**src/rtl/npu_operand_mux.sv**
```systemverilog
// npu_operand_mux: N-input registered operand selector feeding the MAC array.
// Select code 0 inserts a zero operand and codes 1..NUM_IN pick a channel.
// A round-robin mode is also available.
// Every channel has a valid/ready handshake. The output side is a 2-entry
// skid buffer. Input-side ready is derived from the registered fill level
// only, so out_ready never reaches in_ready combinationally.
module npu_operand_mux #(
  parameter int BIT_DEPTH = 8,
  parameter int NUM_IN    = 3,
  localparam int SEL_W    = $clog2(NUM_IN + 1)
) (
  input  logic                        clk,
  input  logic                        rst,
  input  logic [NUM_IN*BIT_DEPTH-1:0] in_data,
  input  logic [NUM_IN-1:0]           in_valid,
  output logic [NUM_IN-1:0]           in_ready,
  input  logic [SEL_W-1:0]            sel,
  input  logic                        rr_en,
  output logic [BIT_DEPTH-1:0]        out_data,
  output logic [SEL_W-1:0]            out_src,
  output logic                        out_valid,
  input  logic                        out_ready,
  output logic                        sel_err
);

  // Buffer state: fill level plus head/tail slot pointers.
  logic [1:0]           count;
  logic                 rd_ptr;
  logic                 wr_ptr;
  logic [BIT_DEPTH-1:0] buf_data [2];
  logic [SEL_W-1:0]     buf_src  [2];

  // Round-robin search start; this is the channel that was granted last, plus one.
  logic [SEL_W-1:0]     rr_ptr;

  logic                 space;
  logic                 push;
  logic                 pop;
  logic                 found;
  logic                 sel_bad;
  logic [BIT_DEPTH-1:0] push_data;
  logic [SEL_W-1:0]     push_src;
  logic [SEL_W-1:0]     rr_next;
  logic [NUM_IN-1:0]    ready_c;

  // Space is evaluated before any pop, so a full buffer never takes a beat.
  assign space   = (count != 2'd2);
  assign pop     = (count != 2'd0) & out_ready;
  assign sel_bad = (int'(sel) > NUM_IN);

  // Grant selection: choose the beat to push and the channel that gets ready.
  always_comb begin
    push      = 1'b0;
    push_data = '0;
    push_src  = '0;
    ready_c   = '0;
    rr_next   = rr_ptr;
    found     = 1'b0;
    if (rr_en) begin
      // Offset i from rr_ptr maps to channel c when rr_ptr+i == c (mod NUM_IN).
      for (int i = 0; i < NUM_IN; i++) begin
        for (int c = 0; c < NUM_IN; c++) begin
          if (!found && in_valid[c] &&
              ((int'(rr_ptr) + i == c) || (int'(rr_ptr) + i == c + NUM_IN))) begin
            found      = 1'b1;
            ready_c[c] = space;
            push       = space;
            push_data  = in_data[c*BIT_DEPTH +: BIT_DEPTH];
            push_src   = SEL_W'(c + 1);
            rr_next    = (c == NUM_IN - 1) ? '0 : SEL_W'(c + 1);
          end
        end
      end
    end else if (sel == '0) begin
      // A zero operand is pushed whenever the buffer has room. No channel is acknowledged.
      push = space;
    end else if (!sel_bad) begin
      for (int c = 0; c < NUM_IN; c++) begin
        if (int'(sel) == c + 1) begin
          ready_c[c] = space;
          push       = in_valid[c] & space;
          push_data  = in_data[c*BIT_DEPTH +: BIT_DEPTH];
          push_src   = sel;
        end
      end
    end
  end

  // in_ready is held low while rst is asserted. Otherwise it follows the grant.
  assign in_ready = rst ? '0 : ready_c;

  // Skid buffer: the write goes to the tail slot, so the head stays stable under backpressure.
  always_ff @(posedge clk or posedge rst) begin
    if (rst) begin
      count       <= 2'd0;
      rd_ptr      <= 1'b0;
      wr_ptr      <= 1'b0;
      buf_data[0] <= '0;
      buf_data[1] <= '0;
      buf_src[0]  <= '0;
      buf_src[1]  <= '0;
    end else begin
      if (push) begin
        buf_data[wr_ptr] <= push_data;
        buf_src[wr_ptr]  <= push_src;
        wr_ptr           <= ~wr_ptr;
      end
      if (pop) begin
        rd_ptr <= ~rd_ptr;
      end
      case ({push, pop})
        2'b10:   count <= count + 2'd1;
        2'b01:   count <= count - 2'd1;
        default: count <= count;
      endcase
    end
  end

  // Arbitration state and the sticky select-error flag.
  always_ff @(posedge clk or posedge rst) begin
    if (rst) begin
      rr_ptr  <= '0;
      sel_err <= 1'b0;
    end else begin
      if (rr_en && push) begin
        rr_ptr <= rr_next;
      end
      if (!rr_en && sel_bad) begin
        sel_err <= 1'b1;
      end
    end
  end

  assign out_valid = (count != 2'd0);
  assign out_data  = buf_data[rd_ptr];
  assign out_src   = buf_src[rd_ptr];

endmodule
```
**config.mk**
```make
export PLATFORM = sky130hd
export DESIGN_NAME = npu_operand_mux
export DESIGN_NICKNAME = d
export VERILOG_FILES = /design/src/rtl/npu_operand_mux.sv
export SDC_FILE = /design/constraint.sdc
export NUM_CORES = 1
export LEC_CHECK = 0
export CAP_MARGIN = 25
export CORE_MARGIN = 8
export CORE_UTILIZATION = 56
export CTS_CLUSTER_SIZE = 14
export DETAILED_ROUTE_END_ITERATION = 12
export PLACE_DENSITY = 0.95
export SLEW_MARGIN = 15
export SYNTH_ARGS = -nofsm -noshare
export SYNTH_HDL_FRONTEND = slang
export SYNTH_SLANG_ARGS = --single-unit
```
**constraint.sdc**
```tcl
create_clock -name clk -period 5.8 [get_ports clk]
set_clock_uncertainty 0.15 [all_clocks]
set_input_delay 1.16 -clock clk [delete_from_list [all_inputs] [get_ports clk]]
set_output_delay 1.16 -clock clk [all_outputs]
set_load 0.005 [all_outputs]
```
==> impl_metrics.json, run 1 <==
{
  "status": "finished, final reports clean",
  "power.static_leakage_nw": 1.092,
  "tritoncts.num_buffers": 3,
  "detailed_place_hpwl_mm": 4.968,
  "synth_top_area_share_pct": 28.89,
  "synth.top_cells.by_area": "sky130_fd_sc_hd__dfrtp_1 (29%), sky130_fd_sc_hd__mux2_2 (10%), sky130_fd_sc_hd__a21oi_1 (4.9%)",
  "largest_family_of_logic_cells_by_synthesized_area": "compound AO/OA/AOI/OAI gates",
  "worst_vdd_drop_mv": 0.3221,
  "period_share_pct": 86.04,
  "layout.cells.most_common": "sky130_fd_sc_hd__clkdlybuf4s50_1",
  "tritoncts": "yes",
  "post_synth_num_cell_types": 57,
  "setup_violations": 0,
  "design.portCount": 48,
  "clk_pin_slew_ns": 0.10,
  "port_buffers": 46,
  "postCtsSetupBuffers": 0,
  "critical_path.endpoint_type": "output port",
  "synth.yosys.seq_area_share_pct": 28.89,
  "netlist_area_um2": 2252,
  "final_max_slew_viol_count": 0,
  "clock_path_buffers": 2,
  "detail_route.first_pass.iterations": 5,
  "minimum_hold_slack_ns": 0.3426,
  "initial_utilization_pct": 57.12,
  "max-cap-violations": 0,
  "startpoint_type": "input pin",
  "top_library_cells_by_usage_in_the_layout_fill_and_taps_aside": "sky130_fd_sc_hd__clkdlybuf4s50_1 (46), sky130_fd_sc_hd__dfrtp_1 (26), sky130_fd_sc_hd__a21oi_1 (22)",
  "floorplan.rows": 23,
  "drt.antenna.violating_nets": 0,
  "cts.repair.resized": 0,
  "final_replace_weighted_congestion": 0.9561,
  "async_flop_share_pct": 100.0,
  "fillerInstances": 319,
  "dr.first_iter.drc_count": 271,
  "post_route_cells_drive_above_1_share_pct": 13.29,
  "pwr_density_cell_nw_per_um2": 472.6,
  "post_dp_cell_area_um2": 2711,
  "synth_compound_gate_area_share_pct": 29.61,
  "clock_latency_late_sink_ns": 0.27,
  "final_core_utilization_pct": 71.41,
  "post_synth_mux_area_share_pct": 13.56,
  "core_area_um2": 3943,
  "cts.hold.buffers_added": 0,
  "cp.required_ns": 4.49,
  "worst-slew-pin-transition_ns": 0.8519,
  "final-hold-violation-count": 0,
  "synth_cells": 265,
  "final.min_clock_period_ns": 4.991,
  "synth.yosys.warnings": 0,
  "syn_to_final_growth_pct": 25.00,
  "drt-total-wl_mm": 6.572,
  "routed-via-count": 2317,
  "final_total_power_mw": 1.330,
  "timing.critical_path.arrival_ns": 3.68,
  "htreeDepth": 1,
  "grt_pass1_wl_mm": 10.63,
  "num_antenna_cells": 0,
  "fmax_mhz": 200.4,
  "die_w_um": 79.42,
  "syn_nets": 300,
  "layout.cell_area.non_filler_um2": 2815,
  "antenna_found_initial": 0,
  "timing.hold.worst.class": "flop to flop",
  "cts_root_buf": "sky130_fd_sc_hd__clkbuf_8",
  "floorplan.die_area_um2": 6307,
  "synth_seq_cells": 26,
  "criticalPathCategory": "input pin to output port",
  "ys_dominant_reg_cell": "sky130_fd_sc_hd__dfrtp_1",
  "post-synth-top-area-cell": "sky130_fd_sc_hd__dfrtp_1",
  "grt_use_total_pct": 20.43,
  "clkSinkCount": 26,
  "synth_simple_gate_area_share_pct": 20.33,
  "post_synth_edffs": 0,
  "critical_path_peak_fanout": 15,
  "synth-xor-area-share_pct": 1.167,
  "final_layout_setup_total_negative_slack_ns": 0,
  "route.detailed.wl_per_inst_um": 18.72,
  "global_route.overflow_total": 0,
  "die_h_um": 79.42,
  "num-nets-final": 337,
  "largest_net_degree_at_the_start_of_global_routing": 27,
  "drc": 0,
  "synth_fa_ha_area_share_pct": 1.111,
  "grt_setup_unrepaired": "no",
  "worst_slew_margin_rel_pct": 43.03,
  "first_global_vias": 2139,
  "avgViaCountPerCell": 6.601,
  "syn-mean-instance-area_um2": 8.499
}
-- final cells by class --
type                       count  area [um^2]  area share (%)
clock buffer                   3        41.29           1.467
clock inverter                 1        30.03           1.067
inverter                       8        30.03           1.067
multi-input combinational    212         1485           52.76
sequential                    26        650.6           23.11
tap                           50        62.56           2.222
timing repair buffer          51        515.5           18.31
-- worst max-delay path, stage by stage --
cell and delay [ns]:
sky130_fd_sc_hd__clkdlybuf4s50_1 0.67, sky130_fd_sc_hd__and2_1 0.33, sky130_fd_sc_hd__o32ai_1 0.60, sky130_fd_sc_hd__and2_1 0.24, sky130_fd_sc_hd__mux2i_1 0.07, sky130_fd_sc_hd__nor2_1 0.10, sky130_fd_sc_hd__clkdlybuf4s50_1 0.51
-- kinds of logic after synthesis --
logic type               after synthesis
adder cells (fa/ha/maj)                2
XOR/XNOR                               3
multiplexers                          28
AND/OR/NAND/NOR                       86
flip-flops                            26
other                                  1
buffers and inverters                 27
AO/OA/AOI/OAI                         92
-- cells in the mapped netlist, drive strengths merged, types with 2 or more instances --
cell type and instances:
nor3 3, dfrtp 26, o2111a 3, o211a 2
clkbuf 9, xnor2 3, nand2b 3, buf 10
a21o 4, inv 8, a21oi 24, a221oi 4
ha 2, a32o 2, mux2 20, o221ai 2
mux2i 8, o22ai 3, or2 2, nand2 17
nand4 3, o21ai 16, o31a 2, a22oi 3
a211oi 3, nor2 20, a2111o 2, a31oi 9
and3 2, and2 5, a221o 2, a2111oi 2
nor4bb 2, nor3b 3, nor2b 4, nand3 16
-- where the power goes --
| part | leakage, nW | total, mW | internal (mW) | switching (mW) |
|---|---|---|---|---|
| logic | 0.744 | 0.838 | 0.409 | 0.428 |
| registers | 0.312 | 0.338 | 0.273 | 0.0651 |
| clock network | 0.0357 | 0.155 | 0.0924 | 0.0622 |
| total | 1.09 | 1.33 | 0.775 | 0.556 |
-- registers in the layout, summed over array words and instances (netlist names) --
name      count
buf_data     16
count         2
rr_ptr        2
rd_ptr        1
buf_src       4
wr_ptr        1
-- final timing paths --
kind / from / endpoint / slack (ns) / depth (start not counted)
worst min register to register: buf_src[1] / buf_src[1] / 0.34 / 2
max in group asynchronous: rst / buf_data[5] / 4.12 / 3
worst max-delay path: in_valid[2] / in_ready[1] / 0.81 / 7
worst max register to register: rr_ptr[0] / buf_data[6] / 3.13 / 6
min in group asynchronous: rst / count[0] / 0.99 / 2
worst min-delay path: buf_src[1] / buf_src[1] / 0.34 / 2
-- through the flow --
stage               setup WS, ns  instances
floorplan                  2.266        265
global placement           1.003        345
detailed placement        0.9205        345
CTS                       0.9087        349
global route              0.6685        351
finish                    0.8095        351
-- metal layers --
layer	GRT usage [%]	vias to the layer above	routed length (um)
li1	-	1087	-
met1	27.61	1085	2877
met2	33.28	132	3052
met3	3.266	13	547
met4	4.630	0	95
met5	0	-	0
(Power assumes the default switching activity.)
==> run 2: changes to the inputs <==
CORE_MARGIN = not set   (was 8)
==> run 2 against run 1 <==
The flow now finishes with violations (design-rule violations). Combinational power grew 1%. Die area shrank 32%. Non-clock buffer count grew 2. Final cell count is the same. Worst setup slack lost 0.036 ns. Clock power shrank 25%. Sequential share of layout area is essentially flat. Critical endpoint unchanged. Register-to-register slack lost 0.09 ns. Routed wire length shrank 0.46%. Global-route usage grew 12 points. Flip-flop and latch count is the same.
==> impl_metrics.json, run 2 (synthesis results as in run 1) <==
{
  "top_library_cells_by_usage_in_the_layout_fill_and_taps_aside": "sky130_fd_sc_hd__clkdlybuf4s50_1 (46), sky130_fd_sc_hd__dfrtp_1 (26), sky130_fd_sc_hd__a21oi_1 (22)",
  "critical_path.endpoint_type": "output port",
  "fillerInstances": 280,
  "final_total_power_mw": 1.309,
  "worst-slew-pin-transition_ns": 0.9176,
  "layout.cell_area.non_filler_um2": 2811,
  "worst_slew_margin_rel_pct": 38.63,
  "power.share.combinational_pct": 65.0,
  "power.static_leakage_nw": 1.095,
  "final.min_clock_period_ns": 5.027,
  "pwr_density_cell_nw_per_um2": 465.5,
  "grt_setup_unrepaired": "no",
  "regs_by_ff_count": "buf_data: 16 flops, buf_src: 4 flops",
  "num-nets-final": 339,
  "die_w_um": 65.42,
  "ff_latch_area_um2": 650.6,
  "clkSinkCount": 26,
  "critical_path_peak_fanout": 15,
  "startpoint_type": "input pin",
  "finish.cell_count_without_fillers": 351,
  "cts.hold.buffers_added": 0,
  "sequentialPowerShare_pct": 26.1,
  "design.portCount": 48,
  "dr.first_iter.drc_count": 272,
  "r2r_end": "buf_data[7]",
  "drt.antenna.violating_nets": 0,
  "final_layout_setup_total_negative_slack_ns": 0,
  "violations": "design-rule violations",
  "final_max_slew_viol_count": 0,
  "antenna_found_initial": 0,
  "detailed_place_hpwl_mm": 4.792,
  "fmax_mhz": 198.9,
  "timing.hold.worst.class": "flop to flop",
  "criticalPathCategory": "input pin to output port",
  "initial_utilization_pct": 59.72,
  "net-switching-power_uw": 564.8,
  "drt-total-wl_mm": 6.542,
  "global_route.overflow_total": 0,
  "grt_use_total_pct": 32.40,
  "reg2reg_slack_ns": 3.04,
  "cellInternalPower_uw": 743.9,
  "grt_pass1_wl_mm": 10.74,
  "cts_root_buf": "sky130_fd_sc_hd__clkbuf_8",
  "timing.hold.worst_path_depth": 2,
  "first_global_vias": 2275,
  "clk_pin_slew_ns": 0.09,
  "routed-via-count": 2381,
  "route.detailed.wl_per_inst_um": 18.64,
  "top_register_by_number_of_flip_flops": "buf_data",
  "cp.required_ns": 4.49,
  "largest_net_degree_at_the_start_of_global_routing": 27,
  "tritoncts.num_buffers": 3,
  "cts.repair.resized": 0,
  "worst_r2r_path_depth": 6,
  "layout.cells.most_common": "sky130_fd_sc_hd__clkdlybuf4s50_1",
  "final-hold-violation-count": 0,
  "worst_vdd_drop_mv": 0.3769,
  "period_share_pct": 86.67,
  "drc": 1,
  "tritoncts": "yes",
  "postCtsSetupBuffers": 0,
  "worstHoldStart": "buf_src[3]",
  "floorplan.rows": 22,
  "multi_input_comb_area_um2": 1485,
  "core_area_um2": 3771,
  "syn_to_final_growth_pct": 24.83,
  "post_route_cells_drive_above_1_share_pct": 13.86,
  "whs_endpoint": "buf_src[3]",
  "regToRegStartpoint": "rr_ptr[0]",
  "floorplan.die_area_um2": 4279,
  "status": "finished, violations left",
  "port_buffers": 46,
  "final_replace_weighted_congestion": 0.9686,
  "detail_route.first_pass.iterations": 9,
  "netSwitchingFraction_pct": 43.16,
  "post_dp_cell_area_um2": 2724,
  "num_antenna_cells": 0,
  "die_h_um": 65.42,
  "htreeDepth": 1,
  "avgViaCountPerCell": 6.783,
  "largest_register_ff_count": 16,
  "clock_path_buffers": 2,
  "max-cap-violations": 0,
  "clock_power_share_pct": 8.9,
  "clock_latency_late_sink_ns": 0.27,
  "timing.critical_path.arrival_ns": 3.72,
  "setup_violations": 0,
  "placed_cells": 345
}
## run 2: how the worst max path moves through the flow
| stage | from | to | slack [ns] | depth (start not counted) |
|---|---|---|---|---|
| after floorplan | in_valid[1] | in_ready[0] | 2.27 | 5 |
| after global placement | in_valid[2] | in_ready[1] | 1.02 | 7 |
| after detailed placement | in_valid[2] | in_ready[1] | 0.91 | 7 |
| after CTS | in_valid[2] | in_ready[1] | 0.89 | 7 |
| after global routing | in_valid[2] | in_ready[1] | 0.63 | 7 |
| final | in_valid[2] | in_ready[1] | 0.77 | 7 |
## run 2: final cells by class
class	instances	share of cell area [%]
clock buffers	4	1.958
inverters	8	1.068
multi-input cells	212	52.83
flip-flops and latches	26	23.14
well taps	48	2.136
repair buffers	53	18.87
## run 2: critical path: stages
cell and delay [ns]:
sky130_fd_sc_hd__clkdlybuf4s50_1 0.63, sky130_fd_sc_hd__and2_1 0.31, sky130_fd_sc_hd__o32ai_1 0.66, sky130_fd_sc_hd__and2_1 0.24
sky130_fd_sc_hd__mux2i_1 0.09, sky130_fd_sc_hd__nor2_1 0.11, sky130_fd_sc_hd__clkdlybuf4s50_1 0.50
## run 2: power groups by stage
stage | Sequential, mW | Combinational, mW | Clock (mW)
final | 0.342 | 0.850 | 0.117
after global placement | 0.337 | 0.795 | 0
after global routing | 0.355 | 0.923 | 0.127
after detailed placement | 0.345 | 0.822 | 0
after floorplan | 0.314 | 0.570 | 0
after CTS | 0.342 | 0.831 | 0.117
## run 2: per-stage QoR
step                      utilization, %  setup WS (ns)  hold slack [ns]
after floorplan                        -          2.266           0.3000
after global placement             72.23          1.020           0.3161
after detailed placement           72.23         0.9050           0.3234
after CTS                          73.69         0.8872           0.3435
after global routing               74.55         0.6309           0.3916
final                              74.55         0.7732           0.3441
## run 2: per-layer routing
metal | part of all wire (%) | vias to the layer above | GRT usage (%)
met5 | 0 | - | 0
met4 | 2.1 | 0 | 8.424
met3 | 9.8 | 24 | 5.556
met2 | 47 | 173 | 55.41
met1 | 41 | 1098 | 41.97
li1 | - | 1086 | -
==> run 3: changes to the inputs <==
==> constraint.sdc (replaced) <==
create_clock -name clk -period 5.8 [get_ports clk]
set_clock_uncertainty 0.15 [all_clocks]
set_input_delay 1.16 -clock clk [delete_from_list [all_inputs] [get_ports clk]]
set_output_delay 1.16 -clock clk [all_outputs]
set_load 0.1 [all_outputs]
==> run 3 against run 2 <==
The flow now finishes without violations. Critical path type unchanged. Register-to-register slack got worse by 0.20 ns. Combinational power rose by 47%. Fmax rose by 4.7%. Clock-buffer cell count fell by 1. Via count fell by 1.4%. Largest cell class unchanged. First-iteration DRC count fell by 42%. Worst setup slack improved by 0.23 ns. Global-route usage fell by 1.1 points. Largest power group unchanged. Sequential share of layout area rose by 0.26 points. Die area did not move.
==> impl_metrics.json, run 3 (synthesis results as in run 1) <==
{
  "worst_vdd_drop_mv": 0.3771,
  "largest_net_degree_at_the_start_of_global_routing": 27,
  "dr.first_iter.drc_count": 158,
  "final-hold-violation-count": 0,
  "routed.top_layer": "met4",
  "largest_register_ff_count": 16,
  "core_area_um2": 3771,
  "cts_root_buf": "sky130_fd_sc_hd__clkbuf_8",
  "num_antenna_cells": 0,
  "setup_violations": 0,
  "global_route.overflow_total": 0,
  "drc": 0,
  "avgViaCountPerCell": 6.764,
  "tritoncts": "yes",
  "first_global_vias": 2225,
  "minimum_hold_slack_ns": 0.3430,
  "detail_route.first_pass.iterations": 5,
  "detailed_place_hpwl_mm": 4.648,
  "startpoint_type": "input pin",
  "layout.cell_area.non_filler_um2": 2780,
  "clock_path_buffers": 2,
  "power.share.combinational_pct": 71.6,
  "regs_by_ff_count": "buf_data: 16 flops, buf_src: 4 flops",
  "worst_slew_margin_rel_pct": 26.93,
  "clk_pin_slew_ns": 0.09,
  "post_dp_cell_area_um2": 2694,
  "final_max_slew_viol_count": 0,
  "design.portCount": 48,
  "tritoncts.num_buffers": 3,
  "layout.cells.most_common": "sky130_fd_sc_hd__clkdlybuf4s50_1",
  "cp.required_ns": 4.49,
  "finish.cell_count_without_fillers": 347,
  "period_share_pct": 82.76,
  "worst-slew-pin-transition_ns": 1.081,
  "timing.hold.worst.class": "flop to flop",
  "routed-via-count": 2347,
  "criticalPathCategory": "input pin to output port",
  "htreeDepth": 1,
  "syn_to_final_growth_pct": 23.44,
  "route.detailed.wl_per_inst_um": 18.08,
  "top_library_cells_by_usage_in_the_layout_fill_and_taps_aside": "sky130_fd_sc_hd__clkdlybuf4s50_1 (43), sky130_fd_sc_hd__dfrtp_1 (26), sky130_fd_sc_hd__a21oi_1 (22)",
  "top_register_by_number_of_flip_flops": "buf_data",
  "critical_path.endpoint_type": "output port",
  "final.min_clock_period_ns": 4.800,
  "met3_length_um": 539,
  "num-nets-final": 335,
  "initial_utilization_pct": 59.72,
  "cellInternalPower_uw": 762.1,
  "grt_setup_unrepaired": "no",
  "die_h_um": 65.42,
  "wirelength_met1_mm": 2.567,
  "antenna_found_initial": 0,
  "drt-total-wl_mm": 6.275,
  "cts.repair.resized": 0,
  "post_route_cells_drive_above_1_share_pct": 13.71,
  "grt_pass1_wl_mm": 10.37,
  "timing.critical_path.arrival_ns": 3.49,
  "floorplan.die_area_um2": 4279,
  "drt.antenna.violating_nets": 0,
  "postCtsSetupBuffers": 0,
  "die_w_um": 65.42,
  "power.static_leakage_nw": 1.083,
  "grt_use_total_pct": 31.31,
  "net-switching-power_uw": 985.2,
  "status": "finished, final reports clean",
  "clock_latency_late_sink_ns": 0.27,
  "critical_path_peak_fanout": 15,
  "max-cap-violations": 0,
  "clkSinkCount": 26,
  "final_replace_weighted_congestion": 0.9661,
  "port_buffers": 46,
  "netSwitchingFraction_pct": 56.38,
  "final_layout_setup_total_negative_slack_ns": 0,
  "clock_power_share_pct": 8.8,
  "sequentialPowerShare_pct": 19.6,
  "reg2reg_slack_ns": 2.84,
  "pwr_density_cell_nw_per_um2": 628.5,
  "fmax_mhz": 208.3,
  "placed_cells": 342,
  "floorplan.rows": 22,
  "cts.hold.buffers_added": 0,
  "wl_met2_mm": 2.956
}
-- run 3: cell count changes in the layout (fill, tap and decap cells not counted) --
cell	previous run	this run
sky130_fd_sc_hd__clkdlybuf4s50_1	46	43
sky130_fd_sc_hd__buf_16	1	0
sky130_fd_sc_hd__buf_8	0	1
sky130_fd_sc_hd__bufinv_16	0	1
sky130_fd_sc_hd__clkbuf_2	1	0
sky130_fd_sc_hd__clkbuf_8	4	3
-- run 3: path summary, 6_finish.rpt --
kind / from / to / cells after the start
setup / recovery: in_valid[2] / in_ready[1] / 7
setup reg to reg: rr_ptr[0] / buf_data[6] / 7
min in group asynchronous: rst / rr_ptr[0] / 2
hold / removal: buf_src[2] / buf_src[2] / 2
hold reg to reg: buf_src[2] / buf_src[2] / 2
max in group asynchronous: rst / buf_data[15] / 3
-- run 3: area by class of cell --
class	count	area [um^2]
Inverter	8	30.03
Sequential cell	26	650.6
Tap cell	48	60.06
Fill cell	288	991.0
Clock inverter	1	30.03
Multi-Input combinational cell	212	1485
Clock buffer	3	41.29
Timing Repair Buffer	49	483.0
-- run 3: per-stage QoR --
| stage | setup WS (ns) | power, mW | utilization [%] |
|---|---|---|---|
| after floorplan | 1.112 | 1.320 | - |
| after global placement | 1.199 | 1.548 | 71.43 |
| after detailed placement | 1.067 | 1.581 | 71.43 |
| after CTS | 1.056 | 1.736 | 73.32 |
| after global routing | 0.8186 | 1.836 | 73.72 |
| final | 0.9998 | 1.747 | 73.72 |
-- run 3: critical path, stage by stage --
cell and delay, ns:
sky130_fd_sc_hd__clkdlybuf4s50_1 0.65, sky130_fd_sc_hd__and2_1 0.33, sky130_fd_sc_hd__o32ai_1 0.61, sky130_fd_sc_hd__and2_1 0.24, sky130_fd_sc_hd__mux2i_1 0.09, sky130_fd_sc_hd__nor2_1 0.11, sky130_fd_sc_hd__buf_4 0.29
-- run 3: per-layer routing --
layer | vias to the layer above | track usage (%)
li1 | 1076 | -
met1 | 1104 | 40.88
met2 | 142 | 51.80
met3 | 25 | 4.861
met4 | 0 | 11.96
met5 | - | 0
-- run 3: power groups by stage --
| stage | logic, mW | clock network [mW] | registers (mW) |
|---|---|---|---|
| floorplan | 1.01 | 0 | 0.314 |
| global placement | 1.21 | 0 | 0.337 |
| detailed placement | 1.23 | 0 | 0.346 |
| CTS | 1.24 | 0.153 | 0.342 |
| global route | 1.32 | 0.161 | 0.354 |
| finish | 1.25 | 0.154 | 0.342 |
